<file path="config.mk">
export PLATFORM = sky130hd
export DESIGN_NAME = dbg_bus_master_flat
export DESIGN_NICKNAME = d
export VERILOG_FILES = /design/src/rtl/dbg_bus_master_if.sv /design/src/rtl/dbg_bus_master.sv /design/src/flat_wrapper.sv
export SDC_FILE = /design/constraint.sdc
export NUM_CORES = 1
export LEC_CHECK = 0
export ABC_AREA = 0
export CAP_MARGIN = 5
export CELL_PAD_IN_SITES_DETAIL_PLACEMENT = 1
export CELL_PAD_IN_SITES_GLOBAL_PLACEMENT = 2
export CORE_MARGIN = 3
export CORE_UTILIZATION = 27
export CTS_CLUSTER_SIZE = 10
export DETAILED_ROUTE_END_ITERATION = 10
export PLACE_DENSITY_LB_ADDON = 0.2
export SETUP_SLACK_MARGIN = 0.4
export SLEW_MARGIN = 30
export SYNTH_ARGS = -nofsm -noshare
export SYNTH_HDL_FRONTEND = slang
export SYNTH_SLANG_ARGS = --single-unit
</file>
<file path="constraint.sdc">
create_clock -name clk -period 2 [get_ports clk]
set_clock_uncertainty 0.1 [all_clocks]
set_input_delay 0.4 -clock clk [delete_from_list [all_inputs] [get_ports clk]]
set_output_delay 0.4 -clock clk [all_outputs]
set_load 0.1 [all_outputs]
</file>
<file path="src/rtl/dbg_bus_master_if.sv">
// Byte-stream and native memory bus signals of the debug initiator.
// The master modport is the dbg_bus_master side; slave is the UART/SoC side.
interface dbg_bus_master_if;
   logic        in_valid;
   logic [7:0]  in_data;
   logic        out_valid;
   logic [7:0]  out_data;
   logic        out_ready;
   logic        mem_valid;
   logic        mem_ready;
   logic [31:0] mem_addr;
   logic [31:0] mem_wdata;
   logic [3:0]  mem_wstrb;
   logic [31:0] mem_rdata;

   modport master (
      input  in_valid, in_data, out_ready, mem_ready, mem_rdata,
      output out_valid, out_data, mem_valid, mem_addr, mem_wdata, mem_wstrb
   );

   modport slave (
      output in_valid, in_data, out_ready, mem_ready, mem_rdata,
      input  out_valid, out_data, mem_valid, mem_addr, mem_wdata, mem_wstrb
   );
endinterface

</file>
<file path="src/rtl/dbg_bus_master.sv">
// Serial-command debug initiator: byte frames in, one 32-bit bus access per
// frame, response bytes out. A single transaction is ever outstanding.
module dbg_bus_master #(
   parameter int BUS_TIMEOUT   = 1024,
   parameter int FRAME_TIMEOUT = 100000
) (
   input  logic                    clk,
   input  logic                    rst,
   dbg_bus_master_if.master        bus,
   output logic                    busy,
   output logic [2:0]              o_dbg_state
);

   // Handshakes: in_valid is a one-cycle strobe with no back-pressure;
   // out_data transfers on a cycle where out_valid && out_ready; a bus
   // request completes on the first edge that sees mem_valid && mem_ready.

   localparam int FW = $clog2(FRAME_TIMEOUT + 1);
   localparam int BW = $clog2(BUS_TIMEOUT + 1);

   typedef enum logic [2:0] {
      S_IDLE = 3'd0,
      S_ADDR = 3'd1,
      S_DATA = 3'd2,
      S_BUS  = 3'd3,
      S_RESP = 3'd4
   } state_e;

   state_e        r_state,     w_state_n;
   logic          r_write,     w_write_n;
   logic          r_nak,       w_nak_n;
   logic [2:0]    r_idx,       w_idx_n;
   logic [FW-1:0] r_frame_cnt, w_frame_cnt_n;
   logic [BW-1:0] r_bus_cnt,   w_bus_cnt_n;
   logic [31:0]   r_addr,      w_addr_n;
   logic [31:0]   r_wdata,     w_wdata_n;
   logic [3:0]    r_wstrb,     w_wstrb_n;
   logic          r_mem_valid, w_mem_valid_n;
   logic [31:0]   r_rdata,     w_rdata_n;
   logic [7:0]    r_status,    w_status_n;
   logic          r_out_valid, w_out_valid_n;
   logic [7:0]    r_out_data,  w_out_data_n;

   logic [7:0]    w_resp_byte;
   logic          w_resp_last;
   logic          w_cmd_bad;

   always_ff @(posedge clk) begin
      if (rst) begin
         r_state     <= S_IDLE;
         r_write     <= 1'b0;
         r_nak       <= 1'b0;
         r_idx       <= 3'd0;
         r_frame_cnt <= '0;
         r_bus_cnt   <= '0;
         r_addr      <= 32'd0;
         r_wdata     <= 32'd0;
         r_wstrb     <= 4'd0;
         r_mem_valid <= 1'b0;
         r_rdata     <= 32'd0;
         r_status    <= 8'd0;
         r_out_valid <= 1'b0;
         r_out_data  <= 8'd0;
      end else begin
         r_state     <= w_state_n;
         r_write     <= w_write_n;
         r_nak       <= w_nak_n;
         r_idx       <= w_idx_n;
         r_frame_cnt <= w_frame_cnt_n;
         r_bus_cnt   <= w_bus_cnt_n;
         r_addr      <= w_addr_n;
         r_wdata     <= w_wdata_n;
         r_wstrb     <= w_wstrb_n;
         r_mem_valid <= w_mem_valid_n;
         r_rdata     <= w_rdata_n;
         r_status    <= w_status_n;
         r_out_valid <= w_out_valid_n;
         r_out_data  <= w_out_data_n;
      end
   end

   // Response byte for the current index: NAK, status-only, or 4 data + status.
   always_comb begin
      w_resp_byte = r_status;
      w_resp_last = 1'b1;
      if (r_nak) begin
         w_resp_byte = 8'h15;
      end else if (!r_write) begin
         w_resp_last = (r_idx == 3'd4);
         case (r_idx)
            3'd0:    w_resp_byte = r_rdata[7:0];
            3'd1:    w_resp_byte = r_rdata[15:8];
            3'd2:    w_resp_byte = r_rdata[23:16];
            3'd3:    w_resp_byte = r_rdata[31:24];
            default: w_resp_byte = r_status;
         endcase
      end
   end

   assign w_cmd_bad = (bus.in_data[6:4] != 3'b000) ||
                      (bus.in_data[7] && (bus.in_data[3:0] == 4'b0000));

   always_comb begin
      w_state_n     = r_state;
      w_write_n     = r_write;
      w_nak_n       = r_nak;
      w_idx_n       = r_idx;
      w_frame_cnt_n = r_frame_cnt;
      w_bus_cnt_n   = r_bus_cnt;
      w_addr_n      = r_addr;
      w_wdata_n     = r_wdata;
      w_wstrb_n     = r_wstrb;
      w_mem_valid_n = r_mem_valid;
      w_rdata_n     = r_rdata;
      w_status_n    = r_status;
      w_out_valid_n = r_out_valid;
      w_out_data_n  = r_out_data;

      case (r_state)
         S_IDLE: begin
            if (bus.in_valid) begin
               w_idx_n       = 3'd0;
               w_frame_cnt_n = '0;
               w_write_n     = bus.in_data[7];
               if (w_cmd_bad) begin
                  w_nak_n   = 1'b1;
                  w_state_n = S_RESP;
               end else begin
                  w_nak_n   = 1'b0;
                  w_wstrb_n = bus.in_data[7] ? bus.in_data[3:0] : 4'b0000;
                  w_state_n = S_ADDR;
               end
            end
         end

         S_ADDR: begin
            if (bus.in_valid) begin
               w_frame_cnt_n = '0;
               w_addr_n[8*r_idx[1:0] +: 8] = bus.in_data;
               if (r_idx == 3'd3) begin
                  w_addr_n[1:0] = 2'b00;
                  w_idx_n       = 3'd0;
                  if (r_write) begin
                     w_state_n = S_DATA;
                  end else begin
                     w_state_n     = S_BUS;
                     w_mem_valid_n = 1'b1;
                     w_bus_cnt_n   = '0;
                  end
               end else begin
                  w_idx_n = r_idx + 3'd1;
               end
            end else if (r_frame_cnt == FW'(FRAME_TIMEOUT - 1)) begin
               w_state_n = S_IDLE;
            end else begin
               w_frame_cnt_n = r_frame_cnt + FW'(1);
            end
         end

         S_DATA: begin
            if (bus.in_valid) begin
               w_frame_cnt_n = '0;
               w_wdata_n[8*r_idx[1:0] +: 8] = bus.in_data;
               if (r_idx == 3'd3) begin
                  w_idx_n       = 3'd0;
                  w_state_n     = S_BUS;
                  w_mem_valid_n = 1'b1;
                  w_bus_cnt_n   = '0;
               end else begin
                  w_idx_n = r_idx + 3'd1;
               end
            end else if (r_frame_cnt == FW'(FRAME_TIMEOUT - 1)) begin
               w_state_n = S_IDLE;
            end else begin
               w_frame_cnt_n = r_frame_cnt + FW'(1);
            end
         end

         S_BUS: begin
            if (r_mem_valid && bus.mem_ready) begin
               w_mem_valid_n = 1'b0;
               w_status_n    = 8'h00;
               if (!r_write) w_rdata_n = bus.mem_rdata;
               w_idx_n       = 3'd0;
               w_state_n     = S_RESP;
            end else if (r_bus_cnt == BW'(BUS_TIMEOUT - 1)) begin
               // Abandoned access: report EE and never return stale read data.
               w_mem_valid_n = 1'b0;
               w_status_n    = 8'hEE;
               w_rdata_n     = 32'd0;
               w_idx_n       = 3'd0;
               w_state_n     = S_RESP;
            end else begin
               w_bus_cnt_n = r_bus_cnt + BW'(1);
            end
         end

         S_RESP: begin
            if (!r_out_valid) begin
               w_out_valid_n = 1'b1;
               w_out_data_n  = w_resp_byte;
            end else if (bus.out_ready) begin
               w_out_valid_n = 1'b0;
               if (w_resp_last) w_state_n = S_IDLE;
               else             w_idx_n   = r_idx + 3'd1;
            end
         end

         default: begin
            w_state_n     = S_IDLE;
            w_mem_valid_n = 1'b0;
            w_out_valid_n = 1'b0;
         end
      endcase
   end

   assign bus.out_valid = r_out_valid;
   assign bus.out_data  = r_out_data;
   assign bus.mem_valid = r_mem_valid;
   assign bus.mem_addr  = r_addr;
   assign bus.mem_wdata = r_wdata;
   assign bus.mem_wstrb = r_wstrb;
   assign busy          = (r_state != S_IDLE);
   assign o_dbg_state   = r_state;

endmodule

</file>
<file path="src/flat_wrapper.sv">
// flat-port wrapper written by rule: the top's interface ports become plain ports
module dbg_bus_master_flat 
#(
   parameter int BUS_TIMEOUT   = 1024,
   parameter int FRAME_TIMEOUT = 100000
)
  (clk, rst, busy, o_dbg_state, bus_in_valid, bus_in_data, bus_out_ready, bus_mem_ready, bus_mem_rdata, bus_out_valid, bus_out_data, bus_mem_valid, bus_mem_addr, bus_mem_wdata, bus_mem_wstrb);
  dbg_bus_master_if bus_i ();
  input  logic clk;
  input  logic rst;
  output logic busy;
  output logic [2:0] o_dbg_state;
  input wire logic [$bits(bus_i.in_valid)-1:0] bus_in_valid;
  input wire logic [$bits(bus_i.in_data)-1:0] bus_in_data;
  input wire logic [$bits(bus_i.out_ready)-1:0] bus_out_ready;
  input wire logic [$bits(bus_i.mem_ready)-1:0] bus_mem_ready;
  input wire logic [$bits(bus_i.mem_rdata)-1:0] bus_mem_rdata;
  output wire logic [$bits(bus_i.out_valid)-1:0] bus_out_valid;
  output wire logic [$bits(bus_i.out_data)-1:0] bus_out_data;
  output wire logic [$bits(bus_i.mem_valid)-1:0] bus_mem_valid;
  output wire logic [$bits(bus_i.mem_addr)-1:0] bus_mem_addr;
  output wire logic [$bits(bus_i.mem_wdata)-1:0] bus_mem_wdata;
  output wire logic [$bits(bus_i.mem_wstrb)-1:0] bus_mem_wstrb;
  assign bus_i.in_valid = bus_in_valid;
  assign bus_i.in_data = bus_in_data;
  assign bus_i.out_ready = bus_out_ready;
  assign bus_i.mem_ready = bus_mem_ready;
  assign bus_i.mem_rdata = bus_mem_rdata;
  assign bus_out_valid = bus_i.out_valid;
  assign bus_out_data = bus_i.out_data;
  assign bus_mem_valid = bus_i.mem_valid;
  assign bus_mem_addr = bus_i.mem_addr;
  assign bus_mem_wdata = bus_i.mem_wdata;
  assign bus_mem_wstrb = bus_i.mem_wstrb;
  dbg_bus_master #(.BUS_TIMEOUT(BUS_TIMEOUT), .FRAME_TIMEOUT(FRAME_TIMEOUT)) u_core (.clk(clk), .rst(rst), .bus(bus_i), .busy(busy), .o_dbg_state(o_dbg_state));
endmodule
</file>
==> flow_metrics.tcl <==
set metrics [dict create \
    status "finished with violations" \
    violations "setup timing" \
    diodes 0 \
    die_w_um 159 \
    globalplace.congestion 0.808 \
    syn_area_per_cell_um2 8.53 \
    cap_viol_max_count 0 \
    synth_cell_types 63 \
    grt_use_total_pct 18.9 \
    synth.yosys.seq_area_share_pct 46.8 \
    wl_um 25100 \
    grt_pass1_vias 6850 \
    core_um2 22800 \
    combPwrFrac_pct 38.8 \
    met2_usage_pct 32.6 \
    power_switching_mw 3.95 \
    p_int_mw 6.76 \
    drtPass1Iterations 5 \
    num_vias 6630 \
    crit_start "u_core.r_bus_cnt[1]" \
    stdcell_count 1290 \
    holdCritPathClass "in2reg" \
    leakage_nw 4.04 \
    setup_violations 2 \
    clock.fmax_mhz 498 \
    timing.rr.start "u_core.r_bus_cnt[1]" \
    arrival_ns 2.28 \
    start_util_pct 27.6 \
    syn-num-nets 793 \
    insertion_delay_ns 0.43 \
    ios 127 \
    grt_pass1_wl_um 37200 \
    area_delta_synth_final_pct 81.9 \
    setup_ws_ns -0.00772 \
    min-delay-start "rst" \
    cts_root_buffer "clkbuf_16" \
    fin_nets 1019 \
    route.detailed.drc 0 \
    ys.warnings.count 0 \
    slew_headroom_pct 53.7 \
    drv_slew 0 \
    met1_usage_pct 24.2 \
    clock_path_buffers 2 \
    die-area_um2 25200 \
    initialDrtViolationCount 327 \
    crit_fanout 4 \
    rsz0062_at_grt "yes" \
    cts_made_buffers 17 \
    clock-sinks 147 \
    clkPwrFrac_pct 30.7 \
    synthFlopType "dfxtp_1" \
    rr_worst_depth 7 \
    htreeDepth 4 \
    clkTransAtPathRegs_ns 0.07 \
    p_per_area_nw_per_um2 936 \
    final_util_pct 50.3 \
    synth_edf_count 0 \
    grt_max_degree 43 \
    placed_area_um2 9190 \
    fin_crit_ns 2.01 \
    crit_path_end_kind "register" \
    hold_viol 0 \
    viasPerCell 5.14 \
    antenna_found_initial 0 \
    grt_use_met3_pct 4.13 \
    post-route-period-util_pct 100 \
    worst_pin_slew_ns 0.694 \
    post-place-cells 1196 \
    top_usage_layer "met2" \
    final_cell_area_um2 11400 \
    hold_path_depth 3 \
    ys_seq_elements 147 \
    overflow 0 \
    synth_area_um2 6290 \
    p_seq_share_pct 30.6 \
    num_rows 55 \
    cts_tree "yes" \
    die_h_um 159 \
    port_buffers 126 \
    critPathLaunchType "register" \
    power_mw 10.7 \
    hpwl_um 16600 \
    cp.required_ns 2.27 \
    ant_nets 0 \
    swShare_pct 36.9 \
    vdd_drop_max_uv 1270 \
    wl_per_cell_um 19.5 \
    path_class "reg2reg" \
    drive_gt1_share_pct 49.6 \
    synthArstFlopShare_pct 0 \
    synthCells 738 \
]
==> final cells by class <==
| cell class | instances | area [µm²] |
|---|---|---|
| timing repair buffer | 260 | 3160 |
| tap | 313 | 392 |
| sequential | 147 | 3000 |
| clock inverter | 14 | 165 |
| fill | 2450 | 11300 |
| inverter | 11 | 55.1 |
| clock buffer | 18 | 429 |
| multi-input combinational | 527 | 4250 |
==> repair_timing <==
action	4_1_cts	5_1_grt
setup endpoints to repair	153	163
gates cloned	2	4
hold buffers	0	0
setup buffers	37	19
gates resized for setup	144	162
pin swaps	69	99
==> power by group through the flow <==
| stage | logic [mW] | registers [mW] | clock network (mW) |
|---|---|---|---|
| floorplan | 1.36 | 3.88 | 0 |
| global placement | 2.89 | 3.36 | 0 |
| detailed placement | 2.91 | 3.37 | 0 |
| CTS | 3.51 | 3.27 | 3.34 |
| global route | 4.35 | 3.30 | 3.48 |
| finish | 4.15 | 3.28 | 3.28 |
==> synthesized netlist by cell type, drive strengths merged (3+ instances only) <==
cell type / n / area, µm²
and3: 4 / 25.0
or2: 4 / 25.0
a311oi: 4 / 35.0
mux2i: 3 / 30.0
a21oi: 95 / 483
inv: 11 / 41.3
xnor2: 3 / 26.3
a211oi: 7 / 52.6
ha: 10 / 125
and2: 8 / 50.1
nand2b: 5 / 31.3
or3: 9 / 56.3
a31oi: 4 / 25.0
o31ai: 4 / 30.0
nand3b: 4 / 30.0
or4: 6 / 48.8
nor3b: 6 / 45.0
o21ai: 27 / 135
nor4: 8 / 50.1
a22o: 32 / 280
nand2: 102 / 383
nor3: 7 / 35.0
clkbuf: 38 / 143
nor2: 32 / 120
nand3: 88 / 440
dfxtp: 147 / 2940
o311ai: 5 / 43.8
nand4: 4 / 31.3
a222oi: 8 / 80.1
buf: 15 / 93.8
==> sequential cells by signal, indices dropped and copies added (netlist names), 3 cells and up <==
| register | cells |
|---|---|
| u_core.bus.mem_wstrb | 4 |
| u_core.r_bus_cnt | 11 |
| u_core.bus.out_data | 8 |
| u_core.r_frame_cnt | 17 |
| u_core.o_dbg_state | 3 |
| u_core.r_idx | 3 |
| u_core.bus.mem_wdata | 32 |
| u_core.bus.mem_addr | 32 |
| u_core.r_rdata | 32 |
==> critical path: stages, from the launching register on <==
cell and delay, ns:
dfxtp_2 0.35, ha_4 0.14, nand3_2 0.08, or4_4 0.46, buf_6 0.16, a221oi_4 0.33, buf_4 0.17, a41o_1 0.16
==> worst paths after layout <==
check                            end  slack, ns
min reg2reg  u_core.bus.mem_wdata[3]       0.38
max reg2reg    u_core.o_dbg_state[0]     -0.008
max            u_core.o_dbg_state[0]     -0.008
min              u_core.r_bus_cnt[8]       0.35
==> per-stage QoR <==
stage / hold WS (ns) / setup slack, ns / TNS [ns]
after floorplan: 0.346 / 0.0187 / 0
after global placement: 0.344 / -0.345 / -26.44
after detailed placement: 0.354 / -0.382 / -30.99
after CTS: 0.351 / 0.0168 / 0
after global routing: 0.380 / -0.112 / -0.714
final: 0.353 / -0.00772 / -0.0136
==> routing by layer <==
metal	part of all wire, %	up-vias
met2	50	153
met4	1.5	0
li1	-	3151
met3	4.0	27
met5	0	-
met1	44	3299
==> cell usage in the layout, fill, tap and decap left out, drive strengths merged, types with 3 or more instances in the layout <==
master	instances
a211oi	7
a21oi	95
a222oi	8
a22o	32
a311oi	4
a31oi	4
and2	8
and3	4
buf	215
clkbuf	20
clkdlybuf4s50	34
clkinv	3
clkinvlp	3
dfxtp	147
dlygate4sd2	7
ha	10
inv	17
mux2i	3
nand2	102
nand2b	5
nand3	88
nand3b	4
nand4	4
nor2	32
nor3	7
nor3b	6
nor4	8
o21ai	27
o311ai	5
o31ai	4
or2	4
or3	9
or4	6
xnor2	3
==> logic make-up (layout without fill, tap and decap cells) <==
logic type	count (synthesis)	count (layout)	share of synthesized area [%]
compound gates	209	209	22.0
xor+xnor	5	5	0.696
fa+ha+maj	10	10	1.99
buf+inv	64	303	4.41
flops	147	147	46.8
mux	5	5	0.835
simple gates	298	298	23.4
Power figures use the tool's default switching activity.
